## config.mk

```make
export PLATFORM = sky130hd
export DESIGN_NAME = or_sweep_sequencer_flat
export DESIGN_NICKNAME = d
export VERILOG_FILES = /design/src/rtl/or_sweep_if.sv /design/src/rtl/or_sweep_sequencer.sv /design/src/flat_wrapper.sv
export SDC_FILE = /design/constraint.sdc
export NUM_CORES = 1
export LEC_CHECK = 0
export ABC_CLOCK_PERIOD_IN_PS = 2150
export CAP_MARGIN = 15
export CORE_AREA = 2 2 89 57
export CTS_BUF_LIST = sky130_fd_sc_hd__clkbuf_8
export DETAILED_ROUTE_END_ITERATION = 8
export DIE_AREA = 0 0 91 59
export GPL_TIMING_DRIVEN = 0
export HOLD_SLACK_MARGIN = 0.12
export PLACE_DENSITY = 0.74
export SLEW_MARGIN = 20
export SYNTH_ARGS = -nofsm -noshare
export SYNTH_HDL_FRONTEND = slang
export SYNTH_SLANG_ARGS = --single-unit
```

## constraint.sdc

```tcl
create_clock -name clk -period 2.15 [get_ports clk]
set_clock_uncertainty 0.2 [all_clocks]
set_input_delay 0.215 -clock clk [delete_from_list [all_inputs] [get_ports clk]]
set_output_delay 0.215 -clock clk [all_outputs]
set_load 0.005 [all_outputs]
```

## src/rtl/or_sweep_if.sv

```systemverilog
// or_sweep_if: stimulus/result bundle between the OR-gate sweep sequencer
// and the bench or DUT harness. The sequencer uses the master modport.
`timescale 1ns/1ps
interface or_sweep_if #(
  parameter int WIDTH = 10,
  parameter int ERR_W = 11
);
  logic             start;
  logic [0:WIDTH-1] idata;
  logic             result;
  logic             busy;
  logic             done;
  logic             pass;
  logic [ERR_W-1:0] err_count;
  logic             first_err_valid;
  logic [0:WIDTH-1] first_err_data;

  modport master (
    input  start, result,
    output idata, busy, done, pass, err_count, first_err_valid, first_err_data
  );

  modport slave (
    output start, result,
    input  idata, busy, done, pass, err_count, first_err_valid, first_err_data
  );
endinterface

```

## src/rtl/or_sweep_sequencer.sv

```systemverilog
// or_sweep_sequencer: exhaustively sweeps a WIDTH-bit stimulus into the
// OR-gate lab DUT, checks each result against the reduction-OR of the
// vector after LATENCY extra cycles, counts mismatches (saturating),
// records the first failing vector and reports pass/done.
// Optional build macro STOP_ON_ERR_EN: end the sweep on the first mismatch.
`timescale 1ns/1ps
module or_sweep_sequencer #(
  parameter int WIDTH   = 10,
  parameter int LATENCY = 0,
  parameter int ERR_W   = 11
) (
  input logic       clk,
  input logic       rst,
  or_sweep_if.master bus
);

  localparam int CNT_W = (LATENCY > 0) ? $clog2(LATENCY + 1) : 1;
  localparam logic [CNT_W-1:0] CNT_LAST = CNT_W'(LATENCY);
  localparam logic [ERR_W-1:0] ERR_MAX  = '1;

  typedef enum logic [1:0] {
    IDLE   = 2'd0,
    RUN    = 2'd1,
    FINISH = 2'd2
  } state_t;

  state_t           state;
  state_t           state_nxt;
  logic [CNT_W-1:0] wait_cnt;
  logic [0:WIDTH-1] idata_q;
  logic [0:WIDTH-1] fed_q;
  logic             busy_q;
  logic             done_q;
  logic             pass_q;
  logic             fev_q;
  logic [ERR_W-1:0] err_q;

  logic cmp_edge;
  logic mism;
  logic last_vec;
  logic sweep_end;

  // Saturating increment of the mismatch counter.
  function automatic logic [ERR_W-1:0] sat_inc(input logic [ERR_W-1:0] v);
    return (v == ERR_MAX) ? v : v + ERR_W'(1);
  endfunction

  assign cmp_edge = (state == RUN) && (wait_cnt == CNT_LAST);
  // Case-inequality so an X/Z result from the DUT is a mismatch.
  assign mism     = (bus.result !== (|idata_q));
  assign last_vec = &idata_q;

`ifdef STOP_ON_ERR_EN
  assign sweep_end = last_vec | mism;
`else
  assign sweep_end = last_vec;
`endif

  // State register.
  always_ff @(posedge clk or posedge rst) begin
    if (rst) state <= IDLE;
    else     state <= state_nxt;
  end

  // Next-state logic: start only matters in IDLE, FINISH lasts one cycle.
  always_comb begin
    state_nxt = state;
    case (state)
      IDLE:    if (bus.start) state_nxt = RUN;
      RUN:     if (cmp_edge && sweep_end) state_nxt = FINISH;
      FINISH:  state_nxt = IDLE;
      default: state_nxt = IDLE;
    endcase
  end

  // Stimulus, wait counter, error bookkeeping and status flags.
  always_ff @(posedge clk or posedge rst) begin
    if (rst) begin
      idata_q  <= '0;
      fed_q    <= '0;
      wait_cnt <= '0;
      busy_q   <= 1'b0;
      done_q   <= 1'b0;
      pass_q   <= 1'b0;
      fev_q    <= 1'b0;
      err_q    <= '0;
    end else begin
      case (state)
        IDLE: begin
          done_q <= 1'b0;
          if (bus.start) begin
            idata_q  <= '0;
            wait_cnt <= '0;
            busy_q   <= 1'b1;
            pass_q   <= 1'b0;
            err_q    <= '0;
            fev_q    <= 1'b0;
          end
        end
        RUN: begin
          if (cmp_edge) begin
            if (mism) begin
              err_q <= sat_inc(err_q);
              if (!fev_q) begin
                fed_q <= idata_q;
                fev_q <= 1'b1;
              end
            end
            if (sweep_end) begin
              busy_q <= 1'b0;
              done_q <= 1'b1;
              pass_q <= (err_q == '0) && !mism;
            end else begin
              idata_q  <= idata_q + WIDTH'(1);
              wait_cnt <= '0;
            end
          end else begin
            wait_cnt <= wait_cnt + CNT_W'(1);
          end
        end
        FINISH: done_q <= 1'b0;
        default: ;
      endcase
    end
  end

  assign bus.idata           = idata_q;
  assign bus.busy            = busy_q;
  assign bus.done            = done_q;
  assign bus.pass            = pass_q;
  assign bus.err_count       = err_q;
  assign bus.first_err_valid = fev_q;
  assign bus.first_err_data  = fed_q;

endmodule

```

## src/flat_wrapper.sv

```systemverilog
// flat-port wrapper written by rule: the top's interface ports become plain ports
module or_sweep_sequencer_flat 
#(
  parameter int WIDTH   = 10,
  parameter int LATENCY = 0,
  parameter int ERR_W   = 11
)
  (clk, rst, bus_start, bus_result, bus_idata, bus_busy, bus_done, bus_pass, bus_err_count, bus_first_err_valid, bus_first_err_data);
  or_sweep_if #(.WIDTH(WIDTH), .ERR_W(ERR_W)) bus_i ();
  input logic clk;
  input logic rst;
  input wire logic [$bits(bus_i.start)-1:0] bus_start;
  input wire logic [$bits(bus_i.result)-1:0] bus_result;
  output wire logic [$bits(bus_i.idata)-1:0] bus_idata;
  output wire logic [$bits(bus_i.busy)-1:0] bus_busy;
  output wire logic [$bits(bus_i.done)-1:0] bus_done;
  output wire logic [$bits(bus_i.pass)-1:0] bus_pass;
  output wire logic [$bits(bus_i.err_count)-1:0] bus_err_count;
  output wire logic [$bits(bus_i.first_err_valid)-1:0] bus_first_err_valid;
  output wire logic [$bits(bus_i.first_err_data)-1:0] bus_first_err_data;
  assign bus_i.start = bus_start;
  assign bus_i.result = bus_result;
  assign bus_idata = bus_i.idata;
  assign bus_busy = bus_i.busy;
  assign bus_done = bus_i.done;
  assign bus_pass = bus_i.pass;
  assign bus_err_count = bus_i.err_count;
  assign bus_first_err_valid = bus_i.first_err_valid;
  assign bus_first_err_data = bus_i.first_err_data;
  or_sweep_sequencer #(.WIDTH(WIDTH), .LATENCY(LATENCY), .ERR_W(ERR_W)) u_core (.clk(clk), .rst(rst), .bus(bus_i));
endmodule
```

==> metrics.md <==
| Metric | Value |
|---|---|
| Status | complete, but fails checks |
| Violated checks | negative setup slack |
| Number of global-route vias before repair | 1648 |
| Largest driver fanout on the critical path | 5 |
| Slew at the pin closest to its max-slew limit | ~0.65 ns |
| Global routing usage on met2 | 27.9% |
| CTS root buf | clkbuf_8 |
| Number of buffers and inverters on the critical path | 1 |
| Commonest cells after routing, fill and taps aside | clkdlybuf4s50_1, dfrtp_1, o21ai_0, nand2_1 |
| Classification of the worst setup path | reg -> reg |
| Power spent charging and discharging nets | about 1.2 mW |
| Initial antenna violation count | 0 |
| Endpoint required time on the critical path | approximately 2.1 ns |
| Power Density | ~1200 nW/um^2 |
| Global-route wire length before repair | about 8.6 mm |
| Ordered cell list for the critical path | nor4_4 > nand4b_4 > xnor2_4 > a211o_1 > buf_6 > a221o_1 |
| Last weighted congestion value of the routability-driven placer | between 0.8 and 0.9 |
| Critical Path AT | between 2 and 2.5 ns |
| Synth Instances | 192 |
| Yosys reg bits | 38 |
| Overflow left after global routing | 0 |
| Post-DP HPWL | around 3.5 mm |
| Share of synthesized flip-flops with an asynchronous set or reset | 100% |
| Minimum clock period | approximately 2.2 ns |
| Post-CTS clock slew at the launch and capture registers of the worst setup and hold paths | 0.07 ns |
| Post-synthesis cell area | approximately 2000 um^2 |
| Overall via count from detail_route | approximately 1800 |
| Wire length per cell | 16.7 um |
| Family with the most delay on the worst path | compound AO/OA/AOI/OAI gates |
| Post-detailed-route via-to-cell ratio | roughly 5.7 |
| Portion of total power attributed to sequential cells | a little under two fifths |
| End of the worst register-to-register path | u_core.bus.err_count[6]$_DFFE_PP0P_ |
| Final setup slack of the worst path | -0.0655 ns |
| Proportion of synthesized chip area in sequential cells | between 40% and 50% |
| Antenna fix cells | 0 |
| Number of cells on the worst hold path | 1 |
| Placeable Area | between 4000 and 5000 um^2 |
| Most common library cell in the layout ignoring fill and taps | clkdlybuf4s50_1 |
| Slowest library cell on the worst path | dfrtp_2 |
| Leakage dissipation | between 1 and 1.5 nW |
| Total negative slack for setup checks | -0.248 ns |
| Maximum number of pins on one net before global-route repair | 23 |
| Kind of path behind the tightest hold check | reg -> reg |
| I/O pin cnt | 39 |
| Fraction of layout cells with a size suffix above 1 | 23.4% |
| All-layer global routing usage | 20.8% |
| VDD IR-drop max | 0.679 mV |
| Synthesized net count | 200 |
| Final setup violation count | 15 |
| Worst Hold Slack | between 0.2 and 0.3 ns |
| CTS tree | yes |
| Worst rel slew slack | between 50% and 60% |
| DRT iter0 DRCs | 126 |
| Met3 demand-to-capacity share in global routing | around 6% |
| Pins over their slew limit | 0 |
| Upper clock frequency limit | about 450 MHz |
| Clk Latency, worst-skew pair | about 0.29 ns |
| GR Layer Usage met1 | between 30% and 40% |
| Path length in cells of the critical path | 6 |
| Final design utilization | between 60 and 70% |
| H-tree depth | 2 |
| Final #Nets | roughly 260 |
| Fin. Hold Viols | 0 |
| Worst r2r path cells | 6 |
| Beginning of the worst register-to-register path | u_core.bus.idata[4]$_DFFE_PP0P_ |
| Prevailing post-synth register cell | dfrtp_1 |
| Maximum Capacitance Violations | 0 |
| Unrepaired setup endpoints after global routing | true |
| Clock sink count | 38 |
| Portion of total power attributed to the clock network | 18.0% |
| Number of placement rows | 19 |
| Share of the clock period used by the worst path | 103% |
| Total DRC errors in the routed layout | 0 |
| Kind of end point of the critical path | flop |
| Hold path startpoint | u_core.bus.done$_DFFE_PP0P_ |
| Reg2Reg Setup Slack | -0.07 ns |
| Number of library cell types mapped by synthesis | 45 |
| Endpoint of the worst hold-timing path | u_core.bus.done$_DFFE_PP0P_ |
| Post-synth EDFFs | 0 |
| Warnings from Yosys | 0 |
| Maximum clock path buffer count | 2 |
| Area of the die | between 5000 and 6000 um^2 |
| Die boundary height | 59 um |
| Count of input and output buffers | 38 |
| Busiest grt layer | met1 |
| TritonCTS Buffers | 5 |
| Area added between synthesis and finish | 41.3% |
| Proportion of total power due to net switching | 34.4% |
| Internal power summed over all cells | roughly 2.2 mW |
| Width of the chip | about 90 um |
| Routed Wire Length | between 5 and 6 mm |
| Comb power frac | between 40% and 50% |
| Number of detailed-route iterations in the first pass | 5 |
| Avg Cell Area, Syn | between 10 and 15 um^2 |
| ANT nets after route | 0 |
| Effective utilization at floorplan | 44.7% |
| Kind of launch point of the worst setup path | flop |
| Highest cell delay on the worst timing path | 0.44 ns |
[cells in the mapped netlist, drive strengths merged, types with 2 or more instances]
cell type,count,area share (%)
buf,3,1.7
o21ai,15,3.8
nand2b,3,0.94
ha,4,2.5
a211o,4,1.8
o41ai,2,0.88
a21o,8,3.1
mux2,11,6.4
and2,2,0.63
and3,3,0.94
nor2,11,2.1
nand2,15,2.8
a22o,2,0.94
a221o,2,1.0
or2,2,0.63
nand3,9,2.3
a31oi,3,0.94
dfrtp,38,48
nand4,7,2.2
inv,10,1.9
clkbuf,4,0.75
o31ai,4,1.5
nor3,6,2.1
nor4,10,3.8
[kinds of logic (layout without fill, tap and decap cells)]
family / count (synthesis) / count (layout) / share of synthesized area, %
mux: 11 / 11 / 6.39
flops: 38 / 38 / 47.6
xor+xnor: 2 / 2 / 1.82
compound gates: 47 / 47 / 16.7
buf+inv: 17 / 73 / 4.32
fa+ha+maj: 4 / 4 / 2.51
simple gates: 73 / 73 / 20.7
[power groups by stage]
stage	clock network (mW)	registers [mW]	logic (mW)
3_5_place_dp	0	1.31	1.28
6_report	0.617	1.31	1.49
3_3_place_gp	0	1.29	1.25
4_1_cts	0.633	1.30	1.42
5_1_grt	0.668	1.35	1.64
2_1_floorplan	0	1.25	0.658
[layout make-up]
class | instances | area, um^2
fillers | 396 | 1650
multi-input cells | 137 | 1080
flip-flops and latches | 38 | 957
repair buffers | 49 | 495
clock buffers | 6 | 82.6
well taps | 63 | 78.8
plain buffers | 7 | 55.1
inverters | 10 | 37.5
clock inverters | 1 | 30.0
[sequential cells by signal, indices dropped and copies added, names as in the netlist]
| signal | cells |
|---|---|
| u_core.bus.busy | 1 |
| u_core.bus.done | 1 |
| u_core.bus.err_count | 11 |
| u_core.bus.first_err_data | 10 |
| u_core.bus.first_err_valid | 1 |
| u_core.bus.idata | 10 |
| u_core.bus.pass | 1 |
| u_core.state | 2 |
| u_core.wait_cnt | 1 |
[how the worst max path moves through the flow]
| stage | to | startpoint | slack (ns) |
|---|---|---|---|
| after floorplan | u_core.bus.first_err_data[0]$_DFFE_PP0P_ | u_core.bus.idata[3]$_DFFE_PP0P_ | -0.06 |
| after global placement | u_core.bus.first_err_data[6]$_DFFE_PP0P_ | u_core.bus.idata[4]$_DFFE_PP0P_ | -0.30 |
| after detailed placement | u_core.bus.first_err_data[5]$_DFFE_PP0P_ | u_core.bus.idata[4]$_DFFE_PP0P_ | -0.35 |
| after CTS | u_core.bus.err_count[9]$_DFFE_PP0P_ | u_core.bus.idata[4]$_DFFE_PP0P_ | -0.05 |
| after global routing | u_core.bus.err_count[2]$_DFFE_PP0P_ | u_core.bus.err_count[1]$_DFFE_PP0P_ | -0.11 |
| final | u_core.bus.err_count[6]$_DFFE_PP0P_ | u_core.bus.idata[4]$_DFFE_PP0P_ | -0.07 |
[per-stage QoR]
step | total power [mW] | setup WS (ns) | std cells | area (um^2)
after detailed placement | 2.59 | -0.346 | 294 | 2500
after global placement | 2.54 | -0.303 | 293 | 2480
after floorplan | 1.91 | -0.0634 | 192 | 2020
final | 3.42 | -0.0655 | 311 | 2820
after global routing | 3.66 | -0.109 | 311 | 2820
after CTS | 3.35 | -0.0534 | 308 | 2740
[per-layer routing]
layer / vias up / share of wire (%)
met5: - / 0
met4: 0 / 1.1
met2: 75 / 40
met3: 8 / 7.4
li1: 826 / -
met1: 854 / 51
[timing repair]
item | in CTS | in global routing
hold endpoints to repair | 16 | 0
endpoints found under the setup margin | 23 | 34
hold buffers | 1 | 0
buffers inserted | 5 | 3
cloned | 1 | 0
resized for setup | 16 | 15
pin swaps | 7 | 2
Note: power is estimated with default switching activity, not from simulation.
